===== src/rtl/jtag_debug_pkg.sv =====
// Shared definitions for the virtual-JTAG debug TAP.
//   ir_e         : 2-bit virtual instruction encoding
//   STATUS_WIDTH : width of the STATUS data register
package jtag_debug_pkg;

  localparam int unsigned STATUS_WIDTH = 8;

  typedef enum logic [1:0] {
    BYPASS = 2'b00,
    STATUS = 2'b01,
    WRITE  = 2'b10,
    READ   = 2'b11
  } ir_e;

endpackage


===== src/rtl/jtag_cmd_holder.sv =====
// One-entry valid/ready command holding register with overflow detect.
// Ports:
//   clk, rst_n    : clock, asynchronous active-low reset
//   i_push        : request to load i_push_data
//   i_push_data   : command payload to store
//   i_ready       : downstream accepts the held command this cycle
//   o_data        : held command payload (stable while o_valid=1)
//   o_valid       : a command is held
//   o_drop        : push rejected because the entry is full and not draining
module jtag_cmd_holder #(
  parameter int unsigned DATA_WIDTH = 16
) (
  input  logic                  clk,
  input  logic                  rst_n,
  input  logic                  i_push,
  input  logic [DATA_WIDTH-1:0] i_push_data,
  input  logic                  i_ready,
  output logic [DATA_WIDTH-1:0] o_data,
  output logic                  o_valid,
  output logic                  o_drop
);

  logic [DATA_WIDTH-1:0] r_data;
  logic                  r_valid;
  logic                  w_accept;

  // A push is taken when the entry is empty or being drained in the same cycle.
  assign w_accept = i_push && (!r_valid || i_ready);
  assign o_drop   = i_push && r_valid && !i_ready;

  always_ff @(posedge clk or negedge rst_n) begin
    if (!rst_n) begin
      r_data  <= '0;
      r_valid <= 1'b0;
    end else if (w_accept) begin
      r_data  <= i_push_data;
      r_valid <= 1'b1;
    end else if (i_ready) begin
      r_valid <= 1'b0;
    end
  end

  assign o_data  = r_data;
  assign o_valid = r_valid;

endmodule


===== src/rtl/jtag_debug_tap.sv =====
// Virtual-JTAG debug TAP: IR-selected data registers bridging serial JTAG
// shifts to a parallel command/response interface.
// Ports:
//   clk, reset_n          : tck-domain clock, async-assert/sync-release reset
//   ir_in, ir_out         : virtual IR update value / IR capture value
//   tdi, tdo              : serial data in / out (tdo = LSB of selected DR)
//   state_cdr/sdr/udr/uir : virtual capture/shift/update DR and update IR
//   cmd_data, cmd_valid, cmd_ready : command stream to the debug bridge
//   rsp_data, rsp_valid, rsp_ready : response stream from the debug bridge
module jtag_debug_tap
  import jtag_debug_pkg::*;
#(
  parameter int unsigned DATA_WIDTH = 16
) (
  input  logic                  clk,
  input  logic                  reset_n,
  input  logic [1:0]            ir_in,
  input  logic                  tdi,
  input  logic                  state_cdr,
  input  logic                  state_sdr,
  input  logic                  state_udr,
  input  logic                  state_uir,
  output logic                  tdo,
  output logic [1:0]            ir_out,
  output logic [DATA_WIDTH-1:0] cmd_data,
  output logic                  cmd_valid,
  input  logic                  cmd_ready,
  input  logic [DATA_WIDTH-1:0] rsp_data,
  input  logic                  rsp_valid,
  output logic                  rsp_ready
);

  logic [1:0]              r_rst_sync;
  logic                    w_rst_n;
  ir_e                     r_ir;
  logic                    r_bypass;
  logic [STATUS_WIDTH-1:0] r_status;
  logic [DATA_WIDTH-1:0]   r_wr;
  logic [DATA_WIDTH:0]     r_rd;
  logic                    r_rsp_ready;
  logic                    r_overflow;
  logic                    r_underflow;
  logic                    w_push;
  logic                    w_drop;
  logic                    w_status_clr;
  logic                    w_underflow_set;
  logic                    w_cmd_valid;
  logic [DATA_WIDTH-1:0]   w_cmd_data;
  logic                    w_tdo;

  // Reset asserts immediately but releases two clk edges later.
  always_ff @(posedge clk or negedge reset_n) begin
    if (!reset_n) r_rst_sync <= '0;
    else          r_rst_sync <= {r_rst_sync[0], 1'b1};
  end
  assign w_rst_n = r_rst_sync[1];

  assign w_push          = state_udr && (r_ir == WRITE);
  assign w_status_clr    = state_udr && (r_ir == STATUS);
  assign w_underflow_set = state_cdr && (r_ir == READ) && !rsp_valid;

  jtag_cmd_holder #(
    .DATA_WIDTH (DATA_WIDTH)
  ) u_cmd_holder (
    .clk         (clk),
    .rst_n       (w_rst_n),
    .i_push      (w_push),
    .i_push_data (r_wr),
    .i_ready     (cmd_ready),
    .o_data      (w_cmd_data),
    .o_valid     (w_cmd_valid),
    .o_drop      (w_drop)
  );

  always_ff @(posedge clk or negedge w_rst_n) begin
    if (!w_rst_n) begin
      r_ir        <= BYPASS;
      r_bypass    <= 1'b0;
      r_status    <= '0;
      r_wr        <= '0;
      r_rd        <= '0;
      r_rsp_ready <= 1'b0;
      r_overflow  <= 1'b0;
      r_underflow <= 1'b0;
    end else begin
      if (state_uir) r_ir <= ir_e'(ir_in);

      r_rsp_ready <= 1'b0;
      if (state_cdr) begin
        case (r_ir)
          BYPASS: r_bypass <= 1'b0;
          STATUS: r_status <= {{(STATUS_WIDTH-4){1'b0}}, r_overflow, r_underflow,
                               w_cmd_valid, rsp_valid};
          WRITE:  r_wr <= w_cmd_data;
          READ: begin
            r_rd        <= {rsp_valid, rsp_data};
            r_rsp_ready <= rsp_valid;
          end
        endcase
      end else if (state_sdr) begin
        case (r_ir)
          BYPASS: r_bypass <= tdi;
          STATUS: r_status <= {tdi, r_status[STATUS_WIDTH-1:1]};
          WRITE:  r_wr     <= {tdi, r_wr[DATA_WIDTH-1:1]};
          READ:   r_rd     <= {tdi, r_rd[DATA_WIDTH:1]};
        endcase
      end

      // Set events take priority over a STATUS update clear.
      if (w_drop)            r_overflow <= 1'b1;
      else if (w_status_clr) r_overflow <= 1'b0;

      if (w_underflow_set)   r_underflow <= 1'b1;
      else if (w_status_clr) r_underflow <= 1'b0;
    end
  end

  always_comb begin
    w_tdo = r_bypass;
    case (r_ir)
      BYPASS: w_tdo = r_bypass;
      STATUS: w_tdo = r_status[0];
      WRITE:  w_tdo = r_wr[0];
      READ:   w_tdo = r_rd[0];
    endcase
  end

  assign tdo       = w_tdo;
  assign ir_out    = {w_cmd_valid, rsp_valid};
  assign cmd_data  = w_cmd_data;
  assign cmd_valid = w_cmd_valid;
  assign rsp_ready = r_rsp_ready;

endmodule


===== config.mk =====
export PLATFORM = sky130hd
export DESIGN_NAME = jtag_debug_tap
export DESIGN_NICKNAME = d
export VERILOG_FILES = /design/src/rtl/jtag_debug_pkg.sv /design/src/rtl/jtag_cmd_holder.sv /design/src/rtl/jtag_debug_tap.sv
export SDC_FILE = /design/constraint.sdc
export NUM_CORES = 1
export LEC_CHECK = 0
export ABC_AREA = 0
export CORE_ASPECT_RATIO = 0.8
export CORE_MARGIN = 5
export CORE_UTILIZATION = 43
export DETAILED_ROUTE_END_ITERATION = 16
export GPL_TIMING_DRIVEN = 0
export PLACE_DENSITY = 0.74
export SLEW_MARGIN = 15
export SYNTH_ARGS = -nofsm -noshare
export SYNTH_HDL_FRONTEND = slang
export SYNTH_SLANG_ARGS = --single-unit

===== constraint.sdc =====
create_clock -name clk -period 4.7 [get_ports clk]
set_input_delay 0.705 -clock clk [delete_from_list [all_inputs] [get_ports clk]]
set_output_delay 0.705 -clock clk [all_outputs]
set_load 0.05 [all_outputs]

==> Word-level counts from Yosys, hierarchy flattened <==
Cells that the tools add are included.
{ "totals": {"elab_cells": 58, "romBits": 0, "output_inout_bits": 21, "latch_bits": 0, "input_bits": 27, "n_memories": 0, "ram_bits": 0, "ff_bits": 66} }
{ "classes": {"reduce_logical": 20, "shift": 0, "n_div": 0, "bitwise_logic": 0, "n_mul": 0, "addsub": 0, "n_eq_ne": 3, "muxes": 24, "magnitude_cmp": 0} }
{ "op_table": {"columns": ["operator", "n"], "rows": [
  ["two-way mux 17 bit", 4],
  ["two-way mux 16 bit", 4],
  ["two-way mux 8 bit", 4],
  ["two-way mux 1 bit", 11],
  ["AND reduction 2 bit", 4],
  ["nonzero test 2 bit", 4],
  ["logical AND 1 bit", 7],
  ["== test 2 bit (second input constant)", 2],
  ["one-hot mux 1 bit (4 select lines)", 1],
  ["zero test 1 bit", 3],
  ["== test 2 x 1 -> 1 bit (second input constant)", 1],
  ["zero test 2 bit", 1],
  ["logical OR 1 bit", 1]
]} }

==> Longest topological paths before layout <==
Gate-level depths: netlist (run 1).
{ "depth": {"depth_word": 5, "ltp_mapped": 5, "ltp_nobuf": 3} }

==> Hierarchy <==
Synthesis (run 1) repeated with hierarchy kept, for this count alone.
{ "hier_totals": {"cells_unflattened": 224, "hier_area_um2": 3021.6} }
{ "modules_own_cells": {"columns": ["module", "cells_each", "area_per_inst_um2", "instances"], "rows": [
  ["jtag_debug_tap", 185, 2322.2, 1],
  ["jtag_cmd_holder", 39, 699.4, 1]
]} }

==> Worst setup path after synthesis (run 1) <==
OpenSTA, ideal clock, no wires.
{ "synth_timing": {"path_kind": "reg2out", "start": "register r_ir[0]", "end": "output port tdo", "path_slack_ns": 2.837, "path_stages_with_launch": 3, "t_arrival_ns": 1.158, "n_path_buf": 1, "required_ns": 3.995, "path_cell_list": "dfrtp_1 buf_4 mux4_2"} }
{ "synth_between": {"elab_chain_len": 2} }
{ "synth_lines": {"columns": ["element", "line", "text"], "rows": [
  ["start: declaration", "jtag_debug_tap.sv:35", "ir_e r_ir;"],
  ["start signal: assignment", "jtag_debug_tap.sv:86", "if (state_uir) r_ir <= ir_e'(ir_in);"],
  ["== test 2 bit, or another cell as far along", "jtag_debug_tap.sv:120", "case (r_ir)"],
  ["one-hot mux 1 bit (4 select lines) (*)", "jtag_debug_tap.sv:120", null],
  ["end: declaration", "jtag_debug_tap.sv:23", "output logic tdo,"]
]} }
Every way passes the cells marked *; elsewhere a longest branch is shown, timed or not.

==> Final worst setup path (run 1) <==
Ends and elaborated chain as after synthesis.

==> metrics.md, run 1 <==
| Metric | Value |
|---|---|
| Top FF cell, synth | `dfrtp_1` |
| Max Clk Rate | `346 MHz` |
| Setup WS post-layout | `1.81 ns` |
| Gate Count Post-Synth | `227` |
| Fin Clk Skew | `0.00468 ns` |
| Setup TNS Final | `0 ns` |
| Post-route antenna net violation count | `0` |
| Via count | `1,883` |
| Power Density | `445 mW/mm²` |
| First-pass GRT wire length | `~9600 µm` |
| Worst-case clock buffer depth | `2` |
| Slew margin rel. | `between 60% and 70%` |
| Ant. Diodes | `0` |
| Crit share post-route | `61.4%` |
| Post-DP Area | `0.00358 mm²` |
| DR iter-0 viols | `77` |
| Initial antenna violation count | `0` |
| CTS Root Cell | `clkbuf_8` |
| Register clock-pin slew on the reported worst setup and hold paths | `0.07 ns` |
| Share of Yosys cell area claimed by the top area cell type | `between 50% and 60%` |
| Leading cell type by number of instances after synthesis | `dfrtp_1` |
| Worst Path Buf+Inv | `2` |
| Die span in x | `103 µm` |
| Initial DRT Pass Iterations | `4` |
| Rows | `27` |
| Synth warnings | `0` |
| CTS Buf Count | `9` |
| Largest stage delay, worst path | `0.72 ns` |
| Post-route cell area | `roughly 0.0038 mm²` |
| RSZ-0062 raised after global routing | `false` |
| Total Wirelength | `5580 µm` |
| DR WL/cell | `~15 µm` |
| Post-CTS Hold Fix Bufs | `0` |
| Critical path startpoint category | `register` |
| CTS sink cnt | `66` |
| Final Hold Slack | `0.249 ns` |
| I/O pin cnt | `48` |
| FFs w/ async S/R, synth | `100%` |
| DIE AREA | `0.00872 mm²` |
| CP Data Required Time | `between 3 and 4 ns` |
| Crit end category | `output port` |
| CP Class | `register to output port` |
| Status | `completed` |
| Max VDD drop | `276 µV` |
| CP max stage cell | `clkdlybuf4s50_1` |
| Htree depth | `3` |
| IO Port Bufs | `46` |
| Max Cap Viol | `0` |
| Worst min path class | `register to async pin` |
| Arrival time at the worst endpoint | `approximately 2.2 ns` |
| Starting Density | `between 40% and 50%` |
| Count of nets after finishing | `312` |
| Area grow syn2layout | `27.2%` |
| Core region area | `0.00682 mm²` |
| Final Power | `1.69 mW` |
| Cell area after synthesis | `0.00299 mm²` |
| DRC | `0` |
| Hold violation count in the final report | `0` |
| Post-CTS setup buffers | `0` |
| # setup viols final | `0` |
| Post_cts resized | `0` |
| Detail Placement HPWL | `just under 4000 µm` |
| Grt total ovfl | `0` |
| Total track usage | `14.1%` |
| Post-synth EDFFs | `0` |
| CTS tree | `done` |
| Worst slew pin tran | `0.516 ns` |
| Yosys reg bits | `66` |
| Via density | `about 5` |
| Biggest area consumer among synthesized cells | `dfrtp_1` |
| Share of cells above drive strength 1 | `32.1%` |
| Area contributors post-synth | `dfrtp_1 (55%), mux2_2 (21%), mux2i_1 (6.4%)` |
| Crit path cell chain | `buf_4 -> mux4_2 -> clkdlybuf4s50_1` |
| Die H | `84.5 µm` |
| Yosys cell types | `24` |
| Syn Area/Cell | `between 10 and 15 µm²` |
| Largest net degree at the start of global routing | `39` |
| Fin crit period | `2.89 ns` |
| Syn nets | `254` |
| Clock Latency Late Sink | `0.33 ns` |
| Worst-path fanout max | `10` |
| LEAKAGE | `1.78 nW` |
| Slew Viols, Final | `0` |
| RePlAce Congestion | `0.735` |
| Number of global-route vias before repair | `1,892` |
| Worst path top cell family by delay | `buffers and inverters` |
| Post-synthesis sequential area ratio | `55.3%` |
| Dpl ws | `1.86 ns` |
| Commonest cells post-synth | `dfrtp_1 (66), mux2_2 (57), nand2_1 (23)` |
stage by stage:
step | std cells | util [%]
2_1_floorplan | 227 | -
3_3_place_gp | 360 | 52.1
4_1_cts | 377 | 55.7
3_5_place_dp | 361 | 52.5
6_report | 377 | 55.7
5_1_grt | 377 | 55.7
layer usage:
metal	GRT usage (%)	wire [µm]
met5	0	0
met1	20.6	2760
met2	20.0	2550
met3	4.49	195
met4	4.24	66
cells by family after synthesis:
group                  after synthesis  synth area share (%)
other                                1                 0.126
AO/OA/AOI/OAI                       28                  5.32
flip-flops                          66                  55.3
multiplexers                        77                  28.6
buffers and inverters               19                  4.06
AND/OR/NAND/NOR                     36                  6.58
registers in the layout, summed over array words and instances (netlist names):
register and flops:
r_rst_sync 2, u_cmd_holder.o_data 16, u_cmd_holder.o_valid 1, rsp_ready 1
r_bypass 1, r_underflow 1, r_ir 2, r_rd 17
r_wr 16, r_overflow 1, r_status 8
worst register-to-register path: cells and delay by family, from the launching register on:
| kind | cells | cell delay (ns) |
|---|---|---|
| buf+inv | 2 | 0.42 |
| flops | 1 | 0.42 |
| simple gates | 1 | 0.42 |
| mux | 1 | 0.34 |
cells in the final DEF (no fill, tap or decap):
cell type	count
a21o_1	1
inv_1	5
nor2_4	1
nand2b_1	1
nor3b_4	2
buf_4	6
mux2_2	57
buf_2	4
clkbuf_1	2
conb_1	1
nor2b_1	3
mux2i_1	19
clkdlybuf4s50_1	46
nor2_1	4
clkbuf_8	10
buf_6	3
a21oi_4	1
buf_12	1
clkinvlp_4	1
nor4bb_1	1
nand2_1	23
dfrtp_4	1
o21ai_0	21
o211ai_1	1
dfrtp_1	65
bufinv_16	2
nand3b_2	1
a21oi_1	2
a31oi_1	2
mux4_2	1
clkinv_2	2
path summary, 6_finish.rpt:
kind	startpoint	endpoint	slack, ns	depth (start not counted)
max	r_ir[0]	tdo	1.81	3
min	r_rst_sync[1]	r_rd[3]	0.25	0
max reg2reg	r_ir[0]	r_wr[15]	2.99	4
min reg2reg	r_rst_sync[1]	r_rd[3]	0.25	0
max in group asynchronous	r_rst_sync[1]	r_status[4]	3.93	1
min in group clk	r_rst_sync[0]	r_rst_sync[1]	0.35	0
cell type report:
type | instances | area [µm²]
fill | 589 | 3030
sequential | 66 | 1660
multi-input combinational | 142 | 1210
timing repair buffer | 47 | 480
clock buffer | 11 | 141
tap | 87 | 109
buffer | 14 | 103
clock inverter | 5 | 77.6
inverter | 5 | 18.8
where the power goes:
group | internal [mW] | leakage (nW) | switching [mW]
Clock | 0.311 | 0.109 | 0.211
Sequential | 0.686 | 0.868 | 0.0766
Combinational | 0.193 | 0.806 | 0.211
Power figures use the tool's default switching activity.
==> run 2: changes to the inputs <==
- clock period: 4.7 -> 2.7 ns (I/O delays scaled with it)
==> results of run 2 <==
The final DEF is identical to that of run 1. Status: completed.
Main changes from that run: setup slack after placement 1.86 ns -> 0.456 ns; setup slack after layout 1.81 ns -> 0.113 ns; hold slack 0.249 ns -> 0.224 ns; register-to-register setup slack 2.99 ns -> 0.99 ns; total power 1.69 mW -> 2.94 mW; worst IR drop on VDD 276 µV -> 480 µV
